--- src/rtl/user_locked_regfile.sv ---
// Register file with per-register owner IDs and sticky admin locks.
// Optional saturating violation counter: define USER_LOCK_VIOL_CNT_EN.
module user_locked_regfile #(
  parameter int DATA_W = 8,
  parameter int NUM_REGS = 4,
  parameter int ID_W = 2,
  parameter logic [ID_W-1:0] DEFAULT_OWNER = 2'h2,
  parameter logic [ID_W-1:0] ADMIN_ID = 2'h3,
  localparam int AW = (NUM_REGS > 1) ? $clog2(NUM_REGS) : 1
) (
  input  logic              clk,
  input  logic              rst_n,
  input  logic [ID_W-1:0]   usr_id,
  input  logic              wr_en,
  input  logic [1:0]        op,
  input  logic [AW-1:0]     addr,
  input  logic [DATA_W-1:0] data_in,
  input  logic              rd_en,
  output logic [DATA_W-1:0] rd_data,
  output logic              rd_valid,
  output logic              wr_ack,
  output logic              wr_err
`ifdef USER_LOCK_VIOL_CNT_EN
  ,
  output logic [7:0]        viol_cnt
`endif
);

  localparam logic [AW:0] NREGS = (AW+1)'(NUM_REGS);
  localparam logic [1:0] OP_DATA = 2'b00;
  localparam logic [1:0] OP_OWN  = 2'b01;
  localparam logic [1:0] OP_LOCK = 2'b10;

  logic [DATA_W-1:0] data_q  [NUM_REGS];
  logic [ID_W-1:0]   owner_q [NUM_REGS];
  logic [NUM_REGS-1:0] lock_q;

  logic          in_range;
  logic [AW-1:0] idx;
  logic          wr_ok;

  assign in_range = {1'b0, addr} < NREGS;
  assign idx = in_range ? addr : '0;

  always_comb begin
    wr_ok = 1'b0;
    if (in_range) begin
      unique case (op)
        OP_DATA: wr_ok = (usr_id == owner_q[idx]) && !lock_q[idx];
        OP_OWN:  wr_ok = (usr_id == ADMIN_ID) && !lock_q[idx];
        OP_LOCK: wr_ok = (usr_id == ADMIN_ID);
        default: wr_ok = 1'b0;
      endcase
    end
  end

  always_ff @(posedge clk or negedge rst_n) begin
    if (!rst_n) begin
      for (int i = 0; i < NUM_REGS; i++) begin
        data_q[i]  <= '0;
        owner_q[i] <= DEFAULT_OWNER;
      end
      lock_q <= '0;
    end else if (wr_en && wr_ok) begin
      unique case (op)
        OP_DATA: data_q[idx]  <= data_in;
        OP_OWN:  owner_q[idx] <= data_in[ID_W-1:0];
        OP_LOCK: lock_q[idx]  <= 1'b1;
        default: ;
      endcase
    end
  end

  // Read samples pre-write contents, so a same-edge write is not visible
  always_ff @(posedge clk or negedge rst_n) begin
    if (!rst_n) begin
      rd_data  <= '0;
      rd_valid <= 1'b0;
      wr_ack   <= 1'b0;
      wr_err   <= 1'b0;
    end else begin
      rd_valid <= rd_en;
      wr_ack   <= wr_en && wr_ok;
      wr_err   <= wr_en && !wr_ok;
      if (rd_en) rd_data <= in_range ? data_q[idx] : '0;
    end
  end

`ifdef USER_LOCK_VIOL_CNT_EN
  always_ff @(posedge clk or negedge rst_n) begin
    if (!rst_n) viol_cnt <= '0;
    else if (wr_en && !wr_ok && viol_cnt != 8'hFF)
      viol_cnt <= viol_cnt + 8'd1;
  end
`endif

endmodule

--- config.mk ---
export PLATFORM = sky130hd
export DESIGN_NAME = user_locked_regfile
export DESIGN_NICKNAME = d
export VERILOG_FILES = /design/src/rtl/user_locked_regfile.sv
export SDC_FILE = /design/constraint.sdc
export NUM_CORES = 1
export LEC_CHECK = 0
export CAP_MARGIN = 30
export CORE_ASPECT_RATIO = 1.75
export CORE_MARGIN = 1
export CORE_UTILIZATION = 45
export CTS_BUF_LIST = sky130_fd_sc_hd__clkbuf_4
export CTS_CLUSTER_DIAMETER = 200
export DETAILED_ROUTE_END_ITERATION = 8
export MAX_ROUTING_LAYER = met4
export PLACE_DENSITY = 0.67
export SYNTH_ARGS = -nofsm -noshare
export SYNTH_HDL_FRONTEND = slang
export SYNTH_SLANG_ARGS = --single-unit
--- constraint.sdc ---
create_clock -name clk -period 2 [get_ports clk]
set_input_delay 0.5 -clock clk [delete_from_list [all_inputs] [get_ports clk]]
set_output_delay 0.5 -clock clk [all_outputs]
set_load 0.1 [all_outputs]
==> results.yml, run 1 <==
logic_synthesis:
  synthFlopType: "dfrtp_1"
  avgSynthCellArea_um2: 15.1
  ys_ff_latch: 55
  ys_async_sr_fraction_pct: 100
  syn_area_um2: 2470
  ys_warn_count: 0
  synthXorXnorAreaFrac_pct: 0.355
  synthAdderAreaFrac_pct: 0
  synth_edf_count: 0
  syn_inst: 163
  muxShareOfSynthArea_pct: 31.9
  synth-compound-area-share_pct: 4.46
  synth-simple-area-share_pct: 5.22
  ys_seq_area_share_pct: 56.0
  synth_top_family_by_area: "multiplexers"
  yosysTopAreaCell: "dfrtp_1"
  synth_area_leaders: "dfrtp_1 (52%), mux2_2 (22%), mux4_2 (10%)"
  mappedNetlistNets: 181
  synth_top_area_share_pct: 51.7
  synth_cell_types: 27
die:
  pin_count: 29
  die_area_um2: 5800
  initial_core_util_pct: 47.0
  placementRows: 35
  die_h_um: 100
  core-area_um2: 5260
  die_x_um: 58.0
place:
  dp_hpwl_um: 3890
  io_buffer_count: 28
  place_area_um2: 3100
  gp_congestion: 0.825
worst_setup_path:
  path_max_fanout: 8
  required_ps: 2260
  crit_arrival_ps: 2520
  end_kind: "flop"
  critPathTopFamily: "multiplexers"
  slowest_delay_ps: 540
  worst-r2r-setup-slack_ps: -270
  crit_slowest_cell: "or4b_4"
  start_kind: "flop"
  worstPathCellList: "mux4_2 > or4b_4 > nor2_2 > o21a_1 > buf_12 > mux2_4"
  critical_path_class: "reg2reg"
  worst-path-buf-inv: 1
worst_hold_path:
  hold_path.class: "in2async"
routing:
  firstDrtPassIters: 6
  routed_wl_um: 5330
  drt-initial-drc-count: 29
  dr_total_vias: 1568
  ant_nets: 0
  wl_per_cell_um: 19.2
  route.detailed.drc: 1
  viasPerCell: 5.64
sta:
  slew_viol_final: 0
  finalCriticalPeriod_ps: 2270
  grt_setup_unrepaired: "true"
  tightest_slew_ps: 418
  fin_ws_ps: -268
  fmax_mhz: 441
  fin_worst_skew_ps: 16.7
  hold_viol: 0
  fin_crit_sh_pct: 113
  slew_headroom_pct: 72.0
  setup_viol: 32
clock_network:
  cts_tree: "done"
  cts_buffer_depth: 2
  cts_num_sinks: 55
  numCtsBuffers: 5
  clock_latency_ps: 370
  path_clk_slew_ps: 150
  ctsRootBufferMaster: "clkbuf_4"
  htree_levels: 2
layout:
  nets: 240
  syn_to_final_growth_pct: 31.6
  n_antenna_cell: 0
  final_design_area_no_fill_um2: 3250
  drive_above_1_share_pct: 58.3
grt:
  grt_pass1_wl_um: 8930
  grt_pass1_vias: 1836
  gr-total-overflow: 0
  grt_usage_pct: 21.6
  grt_max_degree: 39
  antenna_found_initial: 0
outcome:
  violations: "DRC, setup timing"
  status: "finished, violations left"
power:
  finalPower_w: 0.00283
  vdd_drop_max_uv: 583
  leakage_nw: 1.49
  power_density_nw_per_um2: 872
flow_run:
  maxCapViolCount: 0
## synthesized netlist by cell type, types with 2 or more instances
library cell and instances:
nor3_1 4, nor2_1 9, o21ai_2 3, mux2_2 48, buf_2 2, mux4_2 11, dfrtp_1 51, a31o_2 4
a21oi_1 2, buf_1 3, inv_1 3, dfstp_2 4, nand2_1 5
## cells by family after synthesis
family          after synthesis
buf+inv                      10
flops                        55
simple gates                 24
xor+xnor                      1
compound gates               14
mux                          59
## where the power goes
part           leakage (nW)  switching [W]  internal, W
logic                 0.750       0.000490     0.000453
registers             0.714       0.000116      0.00130
clock network        0.0307       0.000324     0.000145
## layer usage
metal / part of all wire [%] / vias to the layer above / wire length (um) / global-route usage (%)
li1: - / 721 / - / -
met1: 38 / 806 / 2040 / 23.6
met2: 57 / 28 / 3020 / 38.4
met3: 2.1 / 13 / 111 / 2.84
met4: 3.0 / 0 / 159 / 8.97
met5: 0 / - / 0 / -
## what timing repair did
item,in CTS,in global routing
pin swaps,5,4
hold buffers,0,0
setup buffers,5,1
endpoints found under the setup margin,43,35
resized for setup,13,3
## final cells by class
cell class | instances | area (um2)
Clock inverter | 2 | 7.51
Sequential cell | 55 | 1380
Inverter | 3 | 11.3
Clock buffer | 6 | 45.0
Fill cell | 416 | 2010
Multi-Input combinational cell | 98 | 1120
Tap cell | 55 | 68.8
Timing Repair Buffer | 59 | 612
## registers in the layout, summed over array words and instances, names as in the netlist
signal	cells
wr_err	1
owner_q	8
wr_ack	1
lock_q	4
data_q	32
rd_valid	1
rd_data	8
## metrics by stage
| step | hold slack (ps) | utilization [%] | worst slack (ps) | std cells | TNS [ps] |
|---|---|---|---|---|---|
| 2_1_floorplan | 204 | - | -449 | 163 | -13390 |
| 3_3_place_gp | 443 | 59.0 | -1200 | 264 | -46800 |
| 3_5_place_dp | 457 | 59.0 | -1270 | 264 | -49040 |
| 4_1_cts | 35.5 | 61.5 | -258 | 277 | -6930 |
| 5_1_grt | 45.4 | 61.8 | -299 | 278 | -8590 |
| 6_report | 38.6 | 61.8 | -268 | 278 | -6960 |
## worst paths after layout
path,start,end,depth (start not counted)
setup / recovery,lock_q[3]$_DFFE_PN0P_,data_q[5]$_DFFE_PN0P_,6
hold / removal,rst_n,owner_q[6]$_DFFE_PN0P_,1
setup reg to reg,lock_q[3]$_DFFE_PN0P_,data_q[5]$_DFFE_PN0P_,6
hold reg to reg,lock_q[2]$_DFFE_PN0P_,lock_q[2]$_DFFE_PN0P_,1
max in group asynchronous,rst_n,rd_data[1]$_DFFE_PN0P_,2
min in group clk,lock_q[2]$_DFFE_PN0P_,lock_q[2]$_DFFE_PN0P_,1
## placed cells by master (no fill, tap or decap), drive strengths merged
cell and count:
dfrtp 51, o211ai 1, xnor2 1, mux4 11, dfstp 4, nand4bb 1, a21oi 2, clkdlybuf4s50 14
nor2b 1, nor3 5, o21a 1, a31o 4, nand2b 1, clkbuf 6, inv 3, nor2 9
o21ai 4, o311a 1, buf 44, dlygate4sd2 1, nor4b 1, mux2 48, nand2 5, clkinv 2
or4b 1, a22o 1
(Power assumes the default switching activity.)
==> run 2: changes to the inputs <==
Settings changed: ABC_AREA from default to 1, ABC_CLOCK_PERIOD_IN_PS from default to 2000, GPL_TIMING_DRIVEN from default to 1, PLACE_DENSITY 0.67 to 0.66.
==> run 2 against run 1 <==
Effect of this change: the run now ends clean; cell area is 7.6% higher; utilization grew 0.28 points; combinational power shrank 42%; critical path depth rose by 6.
==> results.yml, run 2 <==
clock_network:
  numCtsBuffers: 5
  clock_latency_ps: 380
  htree_levels: 2
  cts_tree: "done"
  cts_buffer_depth: 2
  cts_hold_buf: 0
  cts_num_sinks: 55
  path_clk_slew_ps: 150
  ctsRootBufferMaster: "clkbuf_4"
outcome:
  status: "finished clean"
layout:
  largest_reg_flops: 32
  syn_to_final_growth_pct: 30.9
  nets: 369
  regMostFlops: "data_q"
  n_antenna_cell: 0
  final_design_area_no_fill_um2: 3500
  reg_top3: "data_q x32, owner_q x8, rd_data x8"
  drive_above_1_share_pct: 23.3
  final_common_cell: "nand2_1"
  final_cell_mix: "nand2_1 (113), dfrtp_1 (51), nand4_1 (43)"
power:
  clock_power_share_pct: 21.4
  swShare_pct: 31.9
  p_int_w: 0.00156
  leakage_nw: 1.75
  p_sw_w: 0.000732
  vdd_drop_max_uv: 447
  p_comb_share_pct: 23.6
  power_density_nw_per_um2: 656
  seq_power_share_pct: 55.0
  finalPower_w: 0.00229
worst_setup_path:
  worstPathCellList: "nand2_1 > nand2_1 > nand2_1 > nand3_2 > nand3_2 > o21bai_4 > nand2_4 > a21oi_4 > buf_6 > clkbuf_16 > nand4_1 > nand2_1"
  slowest_delay_ps: 560
  critical_path_class: "reg2reg"
  crit_slowest_cell: "dfstp_2"
  crit_arrival_ps: 2220
  critPathTopFamily: "simple AND/OR/NAND/NOR gates"
  path_common_cell: "nand2_1"
  start_kind: "flop"
  required_ps: 2310
  worst-path-buf-inv: 2
  end_kind: "flop"
  path_max_fanout: 10
routing:
  viasPerCell: 5.54
  drt-initial-drc-count: 112
  dr_total_vias: 2369
  routed_wl_um: 7280
  wl_per_cell_um: 17.0
  ant_nets: 0
  firstDrtPassIters: 4
  route.detailed.drc: 0
grt:
  grt_pass1_vias: 2343
  antenna_found_initial: 0
  grt_pass1_wl_um: 11400
  grt_usage_pct: 24.8
  grt_max_degree: 56
  gr-total-overflow: 0
sta:
  fin_worst_skew_ps: 24.8
  finalCriticalPeriod_ps: 1910
  setup_viol: 0
  fmax_mhz: 524
  fin_crit_sh_pct: 95.4
  slew_viol_final: 0
  hold_viol: 0
  tightest_slew_ps: 369
  slew_headroom_pct: 75.4
die:
  initial_core_util_pct: 47.4
  placementRows: 36
  core-area_um2: 5630
  die_x_um: 60.2
  pin_count: 29
  die_area_um2: 6260
  die_h_um: 104
logic_synthesis:
  synth_area_leaders: "dfrtp_1 (48%), nand2_1 (17%), nand4_1 (10%)"
  ys_ff_latch: 55
  synth_top_area_share_pct: 47.8
  synth.most_common_cell: "nand2_1"
  avgSynthCellArea_um2: 8.85
  synth_cell_types: 27
  synthFlopType: "dfrtp_1"
  mappedNetlistNets: 320
  ys_seq_area_share_pct: 51.7
  syn_area_um2: 2670
  ys_async_sr_fraction_pct: 100
  yosysTopAreaCell: "dfrtp_1"
  yosys-top-cells-count: "nand2_1 (118), dfrtp_1 (51), nand4_1 (43)"
  syn_inst: 302
  synth_edf_count: 0
  ys_warn_count: 0
place:
  io_buffer_count: 28
  place_area_um2: 3310
  gp_congestion: 0.812
  dp_hpwl_um: 4850
worst_hold_path:
  hold_path.class: "in2async"
flow_run:
  maxCapViolCount: 0
## run 2: cell types whose count changed in the layout (fill, tap and decap cells not counted), sizes merged, moves of 4 or more
cell   before  now
nand2       5  121
mux2       48    0
nand4       0   48
inv         3   14
mux4       11    0
a22oi       0   10
a41oi       0    6
a31o        4    0
nand3       0    4
nor3        5    1
## run 2: area by class of cell
| type | instances | area, um2 |
|---|---|---|
| multi-input combinational | 212 | 1170 |
| sequential | 55 | 1380 |
| fill | 491 | 2130 |
| inverter | 14 | 52.6 |
| tap | 76 | 95.1 |
| clock buffer | 6 | 45.0 |
| timing repair buffer | 63 | 746 |
| clock inverter | 2 | 8.76 |
## run 2: power groups by stage
stage               Clock [W]  Sequential [W]  Combinational [W]
CTS                  0.000505         0.00126           0.000517
global placement            0         0.00128           0.000509
global route         0.000546         0.00127           0.000581
floorplan                   0         0.00137           0.000188
detailed placement          0         0.00128           0.000517
finish               0.000490         0.00126           0.000542
## run 2: final timing paths
check	start	endpoint	slack, ps	depth (start not counted)
max in group asynchronous	rst_n	owner_q[3]$_DFFE_PN1P_	1620	2
min in group clk	owner_q[3]$_DFFE_PN1P_	owner_q[3]$_DFFE_PN1P_	480	2
hold reg to reg	owner_q[3]$_DFFE_PN1P_	owner_q[3]$_DFFE_PN1P_	480	2
setup / recovery	owner_q[1]$_DFFE_PN1P_	data_q[21]$_DFFE_PN0P_	90	12
setup reg to reg	owner_q[1]$_DFFE_PN1P_	data_q[21]$_DFFE_PN0P_	90	12
hold / removal	rst_n	data_q[16]$_DFFE_PN0P_	80	2
## run 2: metal layers
metal  share of wire (%)  track usage [%]
met4                 2.9             9.80
met3                 2.5             3.11
met1                  39             28.8
met5                   0                -
met2                  55             41.8
## run 2: cells by family after synthesis
kind of cell / count (synthesis) / share of synthesized area (%)
compound gates: 27 / 8.01
buf+inv: 35 / 6.51
flops: 55 / 51.7
simple gates: 185 / 33.8
## run 2: worst register-to-register path, cell delays in order, from the launching register on
cell	delay [ps]
dfstp_2	560
nand2_1	50
nand2_1	70
nand2_1	80
nand3_2	90
nand3_2	90
o21bai_4	170
nand2_4	90
a21oi_4	190
buf_6	150
clkbuf_16	160
nand4_1	80
nand2_1	80
## run 2: through the flow
| stage | cells | setup slack, ps | TNS (ps) | hold WS, ps | utilization (%) |
|---|---|---|---|---|---|
| after floorplan | 302 | 307 | 0 | 204 | - |
| after global placement | 415 | -497 | -21190 | 445 | 58.7 |
| after detailed placement | 415 | -554 | -24130 | 452 | 58.7 |
| after CTS | 423 | 84.3 | 0 | 96.8 | 59.7 |
| after global routing | 428 | -29.9 | -133 | 100 | 62.1 |
| final | 428 | 91.7 | 0 | 84.0 | 62.1 |
## run 2: timing repair
action,CTS,global route
pin swaps,0,6
setup endpoints to repair,40,39
hold endpoints to repair,0,0
buffers inserted,0,2
gates cloned,0,3
gates resized for setup,2,20
